<file path="config.mk">
export PLATFORM = sky130hd
export DESIGN_NAME = divu_sequencer_flat
export DESIGN_NICKNAME = d
export VERILOG_FILES = /design/src/rtl/divu_sequencer_if.sv /design/src/rtl/divu_sequencer.sv /design/src/flat_wrapper.sv
export SDC_FILE = /design/constraint.sdc
export NUM_CORES = 1
export LEC_CHECK = 0
export BUFFER_PORTS_ARGS = -buffer_cell sky130_fd_sc_hd__buf_2
export CORE_ASPECT_RATIO = 1.25
export CORE_MARGIN = 3
export CORE_UTILIZATION = 25
export CTS_BUF_LIST = sky130_fd_sc_hd__clkbuf_2
export CTS_CLUSTER_SIZE = 10
export DETAILED_ROUTE_END_ITERATION = 10
export MAX_ROUTING_LAYER = met4
export PLACE_DENSITY = 0.5
export SYNTH_ARGS = -nofsm -noshare
export SYNTH_HDL_FRONTEND = slang
export SYNTH_SLANG_ARGS = --single-unit
</file>
<file path="constraint.sdc">
create_clock -name clk -period 6.56 [get_ports clk]
set_input_delay 0 -clock clk [delete_from_list [all_inputs] [get_ports clk]]
set_output_delay 0 -clock clk [all_outputs]
set_load 0.01 [all_outputs]
</file>
<file path="src/rtl/divu_sequencer_if.sv">
// Handshake/data bundle between the ALU-side requester and divu_sequencer.
//   master: drives in_valid, dividend, divisor, out_ready; receives results.
//   slave : the divider; drives in_ready, out_valid, quotient, remainder,
//           div_by_zero.
interface divu_sequencer_if #(
  parameter int N = 32
);
  logic         in_valid;
  logic         in_ready;
  logic [N-1:0] dividend;
  logic [N-1:0] divisor;
  logic         out_valid;
  logic         out_ready;
  logic [N-1:0] quotient;
  logic [N-1:0] remainder;
  logic         div_by_zero;

  modport master (
    output in_valid, dividend, divisor, out_ready,
    input  in_ready, out_valid, quotient, remainder, div_by_zero
  );

  modport slave (
    input  in_valid, dividend, divisor, out_ready,
    output in_ready, out_valid, quotient, remainder, div_by_zero
  );
endinterface

</file>
<file path="src/rtl/divu_sequencer.sv">
// Multi-cycle unsigned restoring divider controller.
// One N+1-bit compare/subtract datapath is reused for N iterations, retiring
// one quotient bit per cycle. Divide-by-zero short-circuits straight to DONE.
// Ports:
//   clk  - rising-edge clock
//   rst  - asynchronous active-low reset
//   io   - divu_sequencer_if.slave: in_valid/in_ready + dividend/divisor on
//          the request side, out_valid/out_ready + quotient/remainder/
//          div_by_zero on the response side.
module divu_sequencer #(
  parameter int N = 32
) (
  input  logic              clk,
  input  logic              rst,
  divu_sequencer_if.slave   io
);
  localparam int CW = $clog2(N);

  typedef enum logic [1:0] {IDLE, CALC, DONE} state_t;

  state_t         state, state_nx;
  logic [CW-1:0]  count, count_nx;
  logic [N-1:0]   q, q_nx;
  logic [N-1:0]   d, d_nx;
  logic [N:0]     r, r_nx;
  logic           dbz, dbz_nx;

  // Shared datapath: shift in next dividend bit, then S - {0,D} via
  // inverted operand plus carry-in. Carry out clear means a borrow, i.e. S < D.
  logic [N:0]     s;
  logic [N+1:0]   diff;
  logic           lt;

  assign s    = {r[N-1:0], q[N-1]};
  assign diff = {1'b0, s} + {1'b0, ~{1'b0, d}} + {{(N+1){1'b0}}, 1'b1};
  assign lt   = ~diff[N+1];

  // R stays below D, so its top bit is always zero; only used as datapath width.
  logic unused_r_msb;
  assign unused_r_msb = r[N];

  always_ff @(posedge clk or negedge rst) begin
    if (!rst) begin
      state <= IDLE;
      count <= '0;
      q     <= '0;
      d     <= '0;
      r     <= '0;
      dbz   <= 1'b0;
    end else begin
      state <= state_nx;
      count <= count_nx;
      q     <= q_nx;
      d     <= d_nx;
      r     <= r_nx;
      dbz   <= dbz_nx;
    end
  end

  always_comb begin
    state_nx = state;
    count_nx = count;
    q_nx     = q;
    d_nx     = d;
    r_nx     = r;
    dbz_nx   = dbz;
    case (state)
      IDLE: begin
        if (io.in_valid) begin
          q_nx   = io.dividend;
          d_nx   = io.divisor;
          r_nx   = '0;
          dbz_nx = 1'b0;
          if (io.divisor == '0) begin
            state_nx = DONE;
            q_nx     = '1;
            r_nx     = {1'b0, io.dividend};
            dbz_nx   = 1'b1;
          end else begin
            state_nx = CALC;
            count_nx = CW'(N-1);
          end
        end
      end
      CALC: begin
        r_nx = lt ? s : diff[N:0];
        q_nx = {q[N-2:0], ~lt};
        if (count == '0) state_nx = DONE;
        else             count_nx = count - CW'(1);
      end
      DONE: begin
        if (io.out_ready) state_nx = IDLE;
      end
      default: state_nx = IDLE;
    endcase
  end

  assign io.in_ready    = (state == IDLE);
  assign io.out_valid   = (state == DONE);
  assign io.quotient    = q;
  assign io.remainder   = r[N-1:0];
  assign io.div_by_zero = dbz;
endmodule
</file>
<file path="src/flat_wrapper.sv">
// flat-port wrapper written by rule: the top's interface ports become plain ports
module divu_sequencer_flat 
#(
  parameter int N = 32
)
  (clk, rst, io_in_valid, io_dividend, io_divisor, io_out_ready, io_in_ready, io_out_valid, io_quotient, io_remainder, io_div_by_zero);
  divu_sequencer_if #(.N(N)) io_i ();
  input  logic clk;
  input  logic rst;
  input wire logic [$bits(io_i.in_valid)-1:0] io_in_valid;
  input wire logic [$bits(io_i.dividend)-1:0] io_dividend;
  input wire logic [$bits(io_i.divisor)-1:0] io_divisor;
  input wire logic [$bits(io_i.out_ready)-1:0] io_out_ready;
  output wire logic [$bits(io_i.in_ready)-1:0] io_in_ready;
  output wire logic [$bits(io_i.out_valid)-1:0] io_out_valid;
  output wire logic [$bits(io_i.quotient)-1:0] io_quotient;
  output wire logic [$bits(io_i.remainder)-1:0] io_remainder;
  output wire logic [$bits(io_i.div_by_zero)-1:0] io_div_by_zero;
  assign io_i.in_valid = io_in_valid;
  assign io_i.dividend = io_dividend;
  assign io_i.divisor = io_divisor;
  assign io_i.out_ready = io_out_ready;
  assign io_in_ready = io_i.in_ready;
  assign io_out_valid = io_i.out_valid;
  assign io_quotient = io_i.quotient;
  assign io_remainder = io_i.remainder;
  assign io_div_by_zero = io_i.div_by_zero;
  divu_sequencer #(.N(N)) u_core (.clk(clk), .rst(rst), .io(io_i));
endmodule
</file>
==> flow_metrics.py, run 1 <==
metrics = {
    "status": {
        "status": "complete, no violations",
    },
    "worst_setup_path": {
        "worstSetupStartpoint": "u_core.r[20]",
        "worstRegToRegCells": 11,
        "critPathTopFamily": "simple AND/OR/NAND/NOR gates",
        "crit_top_cell": "or2_1",
        "r2r_slack_ns": 2.52,
        "end_kind": "register",
        "slowest_delay_ns": 0.58,
        "critPathBufInv": 2,
        "critPathMaxFanout": 27,
        "timing.rr.start": "u_core.r[20]",
        "critPathSlowestCell": "dlygate4sd3_1",
        "critPathArrivalTime_ns": 4.62,
        "path_cells": "ha_1 > and4_4 > nand3_2 > or2_1 > nand3b_1 > a31oi_4 > or2_1 > buf_4 > mux2i_1 > a31oi_1 > dlygate4sd3_1",
        "r2r_end": "u_core.r[26]",
        "cp.required_ns": 7.13,
        "crit_type": "reg2reg",
        "cp_num_cells": 11,
        "worst_setup_path_start_kind": "register",
        "critPathCapture": "u_core.r[26]",
    },
    "cts": {
        "path_clk_slew_ns": 0.33,
        "post-cts-setup-buffer-count": 0,
        "clock-root-buffer": "clkbuf_2",
        "cts_made_buffers": 9,
        "ctsResizeCount": 0,
        "cts_buffer_depth": 2,
        "worstSkewPairLatency_ns": 0.68,
        "cts_tree": "yes",
        "clock_sinks": 104,
        "hold_buffers": 77,
        "htree_levels": 3,
    },
    "sta": {
        "finalMaxSlewViolations": 0,
        "finalSetupViolations": 0,
        "tightest_slew_ns": 1.04,
        "fin_skew_ns": 0.0515,
        "finalHoldViolCount": 0,
        "fin_ws_ns": 2.52,
        "relSlewSlack_pct": 30.4,
        "timing.setup.tns_ns": 0,
        "fmaxAchievable_ghz": 0.247,
        "rsz0062_at_grt": "false",
        "finalCriticalPeriod_ns": 4.04,
        "whs_ns": 0.0572,
        "finalCritPeriodShare_pct": 61.6,
    },
    "logic_synthesis": {
        "synth_top_area_share_pct": 37.6,
        "yosys.area.top_type": "dfrtp_1",
        "ys_types": 68,
        "async_flop_share_pct": 100,
        "synthCells": 832,
        "synth_edf_count": 0,
        "synthTopCellsByCount": "nand2_1, dfrtp_1, o21ai_0",
        "yosysSeqAreaShare_pct": 37.6,
        "syn-cell-area_sq_um": 6930,
        "synthFlopType": "dfrtp_1",
        "synth_area_leaders": "dfrtp_1, ha_1, nand2_1",
        "syn_area_per_cell_sq_um": 8.32,
        "synth_nets": 935,
        "yosysMostFrequentCell": "nand2_1",
        "ys_seq_elements": 104,
        "yosys_warnings": 0,
    },
    "pwr": {
        "internal_power_w": 0.00255,
        "p_leak_nw": 3.91,
        "sw_frac_of_total_pct": 52.8,
        "p_seq_share_pct": 22.8,
        "clockPowerShare_pct": 5.5,
        "p_sw_w": 0.00285,
        "power_density_nw_per_um2": 620,
        "ir_worst_vdd_mv": 0.222,
        "combPwrFrac_pct": 71.7,
    },
    "detailed_routing": {
        "drc": 0,
        "ant_nets": 0,
        "vias": 6875,
        "viasPerCell": 5.05,
        "drt_iter0_drc": 367,
        "first_pass_iters": 6,
        "wirelength_mm": 25.4,
        "routedWlPerCell_um": 18.6,
    },
    "cells_and_area": {
        "fill_cells": 2915,
        "area_growth_syn_to_layout_pct": 25.8,
        "stdcell_count": 1362,
        "nets": 1113,
        "final_layout_size_suffix_gt1_share_pct": 17.8,
    },
    "die": {
        "die_w_um": 155,
        "die_h_um": 192,
        "start_util_pct": 25.6,
        "die-area_sq_um": 29700,
        "core_area_sq_um": 27100,
        "row_count": 67,
        "ios": 135,
    },
    "global_routing": {
        "globalRouteTotalUtil_pct": 17.6,
        "overflow": 0,
        "grt_pass1_wl_mm": 40.0,
        "grt_max_degree": 85,
        "grt_pass1_vias": 7104,
        "antenna_found_initial": 1,
    },
    "placement": {
        "dpl.hpwl_mm": 18.7,
        "io_buffers": 134,
        "placed_cells": 1267,
        "dp_slack_ns": 3.10,
        "place_congestion": 0.877,
    },
    "worst_hold_path": {
        "worstHoldPathType": "in2reg",
    },
    "job": {
        "max-cap-violations": 0,
    },
}
-- sequential cells by signal, indices dropped and copies added, names as in the netlist --
name,cells
u_core.r,32
u_core.io.quotient,32
u_core.state,2
u_core.count,5
u_core.io.div_by_zero,1
u_core.d,32
-- worst min path at each step --
stage / start / end / slack (ns) / depth (start not counted)
2_1_floorplan: rst / u_core.count[0] / -0.30 / 0
3_3_place_gp: rst / u_core.io.quotient[10] / 0.08 / 1
3_5_place_dp: rst / u_core.io.quotient[14] / 0.07 / 1
4_1_cts: io_divisor[25] / u_core.d[25] / 0.003 / 4
5_1_grt: io_divisor[16] / u_core.d[16] / 0.06 / 4
6_report: io_divisor[25] / u_core.d[25] / 0.06 / 4
-- cell families (layout without fill, tap and decap cells) --
kind of cell | count (synthesis) | after routing | share of synthesized area (%)
mux | 18 | 18 | 2.60
flops | 104 | 104 | 37.6
xor+xnor | 28 | 28 | 3.54
buf+inv | 96 | 279 | 6.74
fa+ha+maj | 35 | 35 | 6.43
compound gates | 254 | 254 | 23.3
simple gates | 297 | 297 | 19.8
other cells | 0 | 2 | 0
-- layout make-up --
type | instances | area, sq um | area share (%)
clock buffers | 9 | 45.0 | 0.517
multi-input cells | 632 | 3890 | 44.6
repair buffers | 220 | 1530 | 17.6
diodes | 2 | 5.00 | 0.0575
inverters | 43 | 161 | 1.85
flip-flops and latches | 104 | 2600 | 29.9
well taps | 345 | 432 | 4.96
clock inverters | 7 | 47.5 | 0.546
-- power groups by stage --
stage	combinational [W]	clock (W)	sequential (W)
6_report	0.00387	0.000300	0.00123
5_1_grt	0.00433	0.000327	0.00128
4_1_cts	0.00390	0.000311	0.00123
3_5_place_dp	0.00377	0	0.00125
3_3_place_gp	0.00377	0	0.00125
2_1_floorplan	0.00276	0	0.00127
-- stage by stage --
stage | instance area, sq um | util (%) | power (W)
final | 8710 | 32.2 | 0.00540
after global placement | 7830 | 28.9 | 0.00502
after global routing | 8710 | 32.2 | 0.00594
after detailed placement | 7830 | 28.9 | 0.00502
after floorplan | 6930 | - | 0.00403
after CTS | 8710 | 32.2 | 0.00544
-- layer usage --
layer	share of wire [%]	track usage [%]	vias to the layer above
met1	45	22.4	3314
met4	3.6	7.54	0
met3	3.4	2.32	50
met2	48	28.3	173
met5	0	-	-
li1	-	-	3338
-- cell usage in the layout, fill, tap and decap left out, types with 15 or more instances in the layout --
cell type / n
nor2_1: 68
inv_1: 43
buf_2: 133
nand2_1: 110
dfrtp_1: 104
dlygate4sd3_1: 76
o21ai_0: 73
a22oi_1: 15
o31ai_1: 33
xnor2_1: 19
mux2i_1: 18
ha_1: 34
a21oi_1: 62
nor3_1: 42
-- tightest hold or removal path, stage by stage --
cell           delay [ns]
dlygate4sd3_1        0.53
buf_2                0.11
nand2_1              0.04
o21ai_0              0.05
(Power assumes the default switching activity.)
==> inputs of run 2 (changes only) <==
--- a/config.mk
+++ b/config.mk
@@ -5,6 +5,7 @@
 export SDC_FILE = /design/constraint.sdc
 export NUM_CORES = 1
 export LEC_CHECK = 0
+export ABC_AREA = 1
 export BUFFER_PORTS_ARGS = -buffer_cell sky130_fd_sc_hd__buf_2
 export CORE_ASPECT_RATIO = 1.25
 export CORE_MARGIN = 3
@@ -13,7 +14,7 @@
 export CTS_CLUSTER_SIZE = 10
 export DETAILED_ROUTE_END_ITERATION = 10
 export MAX_ROUTING_LAYER = met4
-export PLACE_DENSITY = 0.5
+export PLACE_DENSITY = 0.51
 export SYNTH_ARGS = -nofsm -noshare
 export SYNTH_HDL_FRONTEND = slang
 export SYNTH_SLANG_ARGS = --single-unit
==> constraint.sdc (replaced) <==
create_clock -name clk -period 3.3 [get_ports clk]
set_input_delay 0 -clock clk [delete_from_list [all_inputs] [get_ports clk]]
set_output_delay 0 -clock clk [all_outputs]
set_load 0.01 [all_outputs]
==> flow_metrics.py, run 2 <==
metrics = {
    "die": {
        "die_w_um": 169,
        "die-area_sq_um": 35400,
        "ios": 135,
        "start_util_pct": 25.7,
        "row_count": 73,
        "core_area_sq_um": 32200,
        "die_h_um": 210,
    },
    "placement": {
        "dp_slack_ns": 0.581,
        "place_area_sq_um": 9320,
        "io_buffers": 134,
        "dpl.hpwl_mm": 22.3,
        "place_congestion": 0.900,
    },
    "detailed_routing": {
        "viasPerCell": 4.47,
        "drt_iter0_drc": 456,
        "routedWlPerCell_um": 15.7,
        "ant_nets": 0,
        "first_pass_iters": 5,
        "drc": 0,
        "vias": 8432,
        "wirelength_mm": 29.5,
    },
    "sta": {
        "fin_ws_ns": 0.204,
        "relSlewSlack_pct": 39.0,
        "finalCritPeriodShare_pct": 93.8,
        "tightest_slew_ns": 0.915,
        "finalCriticalPeriod_ns": 3.10,
        "finalMaxSlewViolations": 0,
        "fmaxAchievable_ghz": 0.323,
        "fin_skew_ns": 0.0662,
        "finalSetupViolations": 0,
        "timing.setup.tns_ns": 0,
        "rsz0062_at_grt": "false",
        "finalHoldViolCount": 0,
    },
    "cells_and_area": {
        "final_common_cell": "nand2_1",
        "fin_area_sq_um": 10600,
        "nets": 1572,
        "area_growth_syn_to_layout_pct": 28.2,
        "layout_common_cells": "nand2_1, inv_1, buf_2",
        "final_layout_size_suffix_gt1_share_pct": 17.4,
    },
    "global_routing": {
        "globalRouteTotalUtil_pct": 17.3,
        "antenna_found_initial": 1,
        "grt_pass1_wl_mm": 47.0,
        "overflow": 0,
        "grt_pass1_vias": 8589,
        "grt_max_degree": 78,
    },
    "worst_setup_path": {
        "r2r_slack_ns": 0.20,
        "worstRegToRegCells": 15,
        "end_kind": "register",
        "critPathMaxFanout": 33,
        "worst_setup_path_start_kind": "register",
        "critPathArrivalTime_ns": 3.78,
        "cp.required_ns": 3.99,
        "crit_type": "reg2reg",
    },
    "logic_synthesis": {
        "syn-cell-area_sq_um": 8280,
        "synth_nets": 1346,
        "ys_seq_elements": 104,
        "synthTopCellsByCount": "nand2_1, inv_1, dfrtp_1",
        "yosysMostFrequentCell": "nand2_1",
        "ys_types": 44,
        "yosysSeqAreaShare_pct": 31.4,
        "synth_edf_count": 0,
        "synthFlopType": "dfrtp_1",
        "async_flop_share_pct": 100,
        "yosys.area.top_type": "dfrtp_1",
        "syn_area_per_cell_sq_um": 6.66,
        "yosys_warnings": 0,
        "synth_area_leaders": "dfrtp_1, nand2_1, inv_1",
        "synth_top_area_share_pct": 31.4,
        "synthCells": 1243,
    },
    "worst_hold_path": {
        "worstHoldPathType": "in2reg",
        "whs_path_depth": 6,
    },
    "cts": {
        "cts_tree": "yes",
        "worstSkewPairLatency_ns": 0.74,
        "htree_levels": 3,
        "cts_made_buffers": 9,
        "clock-root-buffer": "clkbuf_2",
        "clock_sinks": 104,
        "cts_buffer_depth": 2,
        "path_clk_slew_ns": 0.37,
    },
    "status": {
        "status": "complete, no violations",
    },
    "job": {
        "max-cap-violations": 0,
    },
    "pwr": {
        "power_density_nw_per_um2": 1250,
        "p_total_w": 0.0132,
        "ir_worst_vdd_mv": 0.795,
        "p_leak_nw": 5.76,
    },
}
==> run 2: cell count changes in the layout (fill, tap and decap cells not counted), sizes merged, moves of 30 or more <==
cell / before / now
nand3: 8 / 89
dlygate4sd3: 76 / 109
inv: 44 / 248
nand2: 110 / 435
nor3: 44 / 5
a21boi: 1 / 31
o31ai: 33 / 0
==> run 2: per-stage QoR <==
step / instances / utilization, % / hold WS, ns
2_1_floorplan: 1243 / - / -0.296
3_3_place_gp: 1756 / 28.9 / 0.181
3_5_place_dp: 1756 / 28.9 / 0.167
4_1_cts: 1882 / 32.8 / 0.0570
5_1_grt: 1887 / 32.9 / 0.125
6_report: 1887 / 32.9 / 0.134
==> run 2: worst max-delay path, cell delays in order, from the launching register on <==
cell           delay [ns]
dfrtp_1              0.51
ha_1                 0.39
nand2_1              0.16
inv_1                0.05
nand2_1              0.06
nand2_1              0.11
nand2_1              0.09
nand2_1              0.08
inv_1                0.10
nand2_2              0.11
nand2_8              0.20
nand2_8              0.24
nand2_2              0.16
nand3_2              0.07
a21boi_2             0.15
dlygate4sd3_1        0.55
==> run 2: area by class of cell <==
type                    instances  area [sq um]
fillers                      3551         21600
multi-input cells             851          4540
flip-flops and latches        104          2600
repair buffers                255          1890
inverters                     248           931
well taps                     412           515
clock inverters                 7          93.8
clock buffers                   9          45.0
diodes                          1          2.50
==> run 2: logic make-up (layout without fill, tap and decap cells) <==
group | after synthesis | after routing | share of synthesized area (%)
simple gates | 629 | 630 | 34.3
buf+inv | 289 | 519 | 14.0
xor+xnor | 18 | 18 | 1.90
other cells | 0 | 1 | 0
mux | 1 | 1 | 0.121
compound gates | 167 | 167 | 12.9
flops | 104 | 104 | 31.4
fa+ha+maj | 35 | 35 | 5.38
==> run 2: timing repair <==
action / 4_1_cts / 5_1_grt
setup buffers: 0 / 3
resized for setup: 0 / 1
endpoints found under the hold margin: 202 / 0
setup endpoints to repair: 0 / 2
hold buffers: 110 / 0
==> run 2: final timing paths <==
check                                       from                    end
max                                 u_core.r[11]           u_core.r[22]
min reg2reg                u_core.io.div_by_zero  u_core.io.div_by_zero
min in group asynchronous                    rst           u_core.d[16]
min                               io_dividend[0]            u_core.r[0]
max reg2reg                         u_core.r[11]           u_core.r[22]
max in group asynchronous                    rst            u_core.r[3]
==> run 2: report_power, final <==
part	internal [W]	switching (W)	total (W)	leakage, nW
clock	0.000251	0.000513	0.000765	0.0799
sequential	0.00193	0.000535	0.00246	1.23
combinational	0.00381	0.00620	0.0100	4.45
==> run 2: per-layer routing <==
layer	global-route usage [%]	up-vias	wire, um
met1	22.3	3921	13400
met2	28.5	164	14200
met3	1.96	42	1110
met4	5.62	0	777
li1	-	4305	-
met5	-	-	0
==> inputs of run 3 (changes only) <==
==> constraint.sdc (replaced) <==
create_clock -name clk -period 2.8 [get_ports clk]
set_input_delay 0 -clock clk [delete_from_list [all_inputs] [get_ports clk]]
set_output_delay 0 -clock clk [all_outputs]
set_load 0.01 [all_outputs]
==> flow_metrics.py, run 3 (synthesized netlist as in run 2, its figures left out) <==
metrics = {
    "worst_setup_path": {
        "crit_top_cell": "nand2_1",
        "end_kind": "register",
        "cp.required_ns": 3.45,
        "critPathSlowestCell": "dfrtp_1",
        "path_cells": "ha_1 > nand2_1 > inv_1 > nand2_1 > nand2_1 > nand2_1 > nand2_1 > inv_1 > nand2_2 > nand2_4 > buf_4 > nand3_1 > nand2_1 > nand2_1 > a21oi_1",
        "slowest_delay_ns": 0.49,
        "crit_type": "reg2reg",
        "worst_setup_path_start_kind": "register",
        "critPathMaxFanout": 20,
        "critPathArrivalTime_ns": 3.19,
    },
    "sta": {
        "tightest_slew_ns": 0.912,
        "finalSetupViolations": 0,
        "finalCritPeriodShare_pct": 90.8,
        "finalCriticalPeriod_ns": 2.54,
        "timing.setup.tns_ns": 0,
        "relSlewSlack_pct": 39.2,
        "finalHoldViolCount": 0,
        "fin_skew_ns": 0.0504,
        "whs_ns": 0.0863,
        "fmaxAchievable_ghz": 0.393,
        "rsz0062_at_grt": "false",
        "finalMaxSlewViolations": 0,
    },
    "die": {
        "row_count": 73,
        "start_util_pct": 25.7,
        "die_h_um": 210,
        "die_w_um": 169,
        "die-area_sq_um": 35400,
        "core_area_sq_um": 32200,
        "ios": 135,
    },
    "pwr": {
        "combPwrFrac_pct": 76.5,
        "sw_frac_of_total_pct": 56.3,
        "clockPowerShare_pct": 4.6,
        "p_sw_w": 0.00855,
        "ir_worst_vdd_mv": 0.573,
        "internal_power_w": 0.00664,
        "p_seq_share_pct": 18.9,
        "p_leak_nw": 5.66,
        "power_density_nw_per_um2": 1470,
    },
    "cts": {
        "clock_sinks": 104,
        "clock-root-buffer": "clkbuf_2",
        "cts_buffer_depth": 2,
        "cts_made_buffers": 9,
        "path_clk_slew_ns": 0.31,
        "cts_tree": "yes",
        "htree_levels": 3,
        "worstSkewPairLatency_ns": 0.70,
        "post-cts-setup-buffer-count": 0,
    },
    "global_routing": {
        "grt_pass1_wl_mm": 46.5,
        "grt_pass1_vias": 8541,
        "antenna_found_initial": 1,
        "grt_max_degree": 105,
        "globalRouteTotalUtil_pct": 17.2,
        "overflow": 0,
    },
    "placement": {
        "dpl.hpwl_mm": 22.6,
        "io_buffers": 134,
        "place_congestion": 0.951,
    },
    "cells_and_area": {
        "layout_common_cells": "nand2_1, inv_1, buf_2",
        "area_growth_syn_to_layout_pct": 25.2,
        "final_common_cell": "nand2_1",
        "final_layout_size_suffix_gt1_share_pct": 18.3,
        "fill_cells": 3597,
        "nets": 1556,
    },
    "detailed_routing": {
        "viasPerCell": 4.46,
        "drc": 0,
        "first_pass_iters": 4,
        "ant_nets": 0,
        "routedWlPerCell_um": 15.8,
        "drt_iter0_drc": 491,
        "wirelength_mm": 29.6,
        "vias": 8345,
    },
    "job": {
        "max-cap-violations": 0,
    },
    "status": {
        "status": "complete, no violations",
    },
    "worst_hold_path": {
        "worstHoldPathType": "in2reg",
    },
}
[run 3: cell count changes in the layout (fill, tap and decap cells not counted), sizes merged]
| cell | delta |
|---|---|
| nor2 | -1 |
| buf | +8 |
| bufinv | -2 |
| clkinv | -2 |
| clkbuf | +3 |
| dlygate4sd3 | -24 |
| nand2 | +1 |
| clkinvlp | +2 |
| inv | -1 |
[run 3: metrics by stage]
step	total power, W	cells	cell area (sq um)	setup WS, ns	util (%)
global placement	0.0143	1768	9410	0.287	29.2
floorplan	0.0112	1243	8280	0.742	-
finish	0.0152	1871	10400	0.258	32.2
detailed placement	0.0143	1768	9410	0.276	29.2
global route	0.0168	1871	10400	0.0787	32.2
CTS	0.0153	1869	10300	0.178	32.1
[run 3: cell type report]
| type | instances | area [sq um] | share of cell area [%] |
|---|---|---|---|
| clock inverters | 4 | 31.3 | 0.302 |
| flip-flops and latches | 104 | 2600 | 25.1 |
| repair buffers | 239 | 1690 | 16.3 |
| diodes | 1 | 2.50 | 0.0241 |
| inverters | 248 | 931 | 8.98 |
| clock buffers | 12 | 60.1 | 0.579 |
| multi-input cells | 851 | 4540 | 43.8 |
| well taps | 412 | 515 | 4.97 |
[run 3: worst max-delay path: cells and delay by family, from the launching register on]
family | cells | cell delay [ns]
and+or+nand+nor | 10 | 0.99
buffers and inverters | 3 | 0.44
DFF | 1 | 0.49
AOI/OAI and AO/OA | 1 | 0.14
adders and majority gates | 1 | 0.40
[run 3: layer usage]
layer / track usage [%] / vias to the layer above / routed length (um)
met5: - / - / 0
met4: 6.94 / 0 / 928
met3: 1.94 / 49 / 893
met2: 28.0 / 152 / 14000
met1: 21.9 / 3882 / 13700
li1: - / 4262 / -
[run 3: power by group through the flow]
stage                     sequential, W  clock [W]  combinational (W)
after detailed placement        0.00291          0             0.0114
after CTS                       0.00288   0.000751             0.0117
final                           0.00287   0.000696             0.0116
after floorplan                 0.00297          0            0.00820
after global placement          0.00291          0             0.0114
after global routing            0.00298   0.000791             0.0131
[run 3: path summary, 6_finish.rpt]
kind	from	to	slack [ns]	cells past startpoint
min reg2reg	u_core.io.div_by_zero	u_core.io.div_by_zero	0.53	2
max	u_core.r[11]	u_core.r[19]	0.26	15
min	io_divisor[13]	u_core.d[13]	0.09	4
max in group asynchronous	rst	u_core.io.quotient[9]	1.80	4
max reg2reg	u_core.r[11]	u_core.r[19]	0.26	15
min in group asynchronous	rst	u_core.d[26]	0.40	4
[run 3: timing repair]
action | 4_1_cts | 5_1_grt
endpoints found under the setup margin | 0 | 3
endpoints found under the hold margin | 202 | 0
resized for setup | 0 | 2
hold buffers | 85 | 0
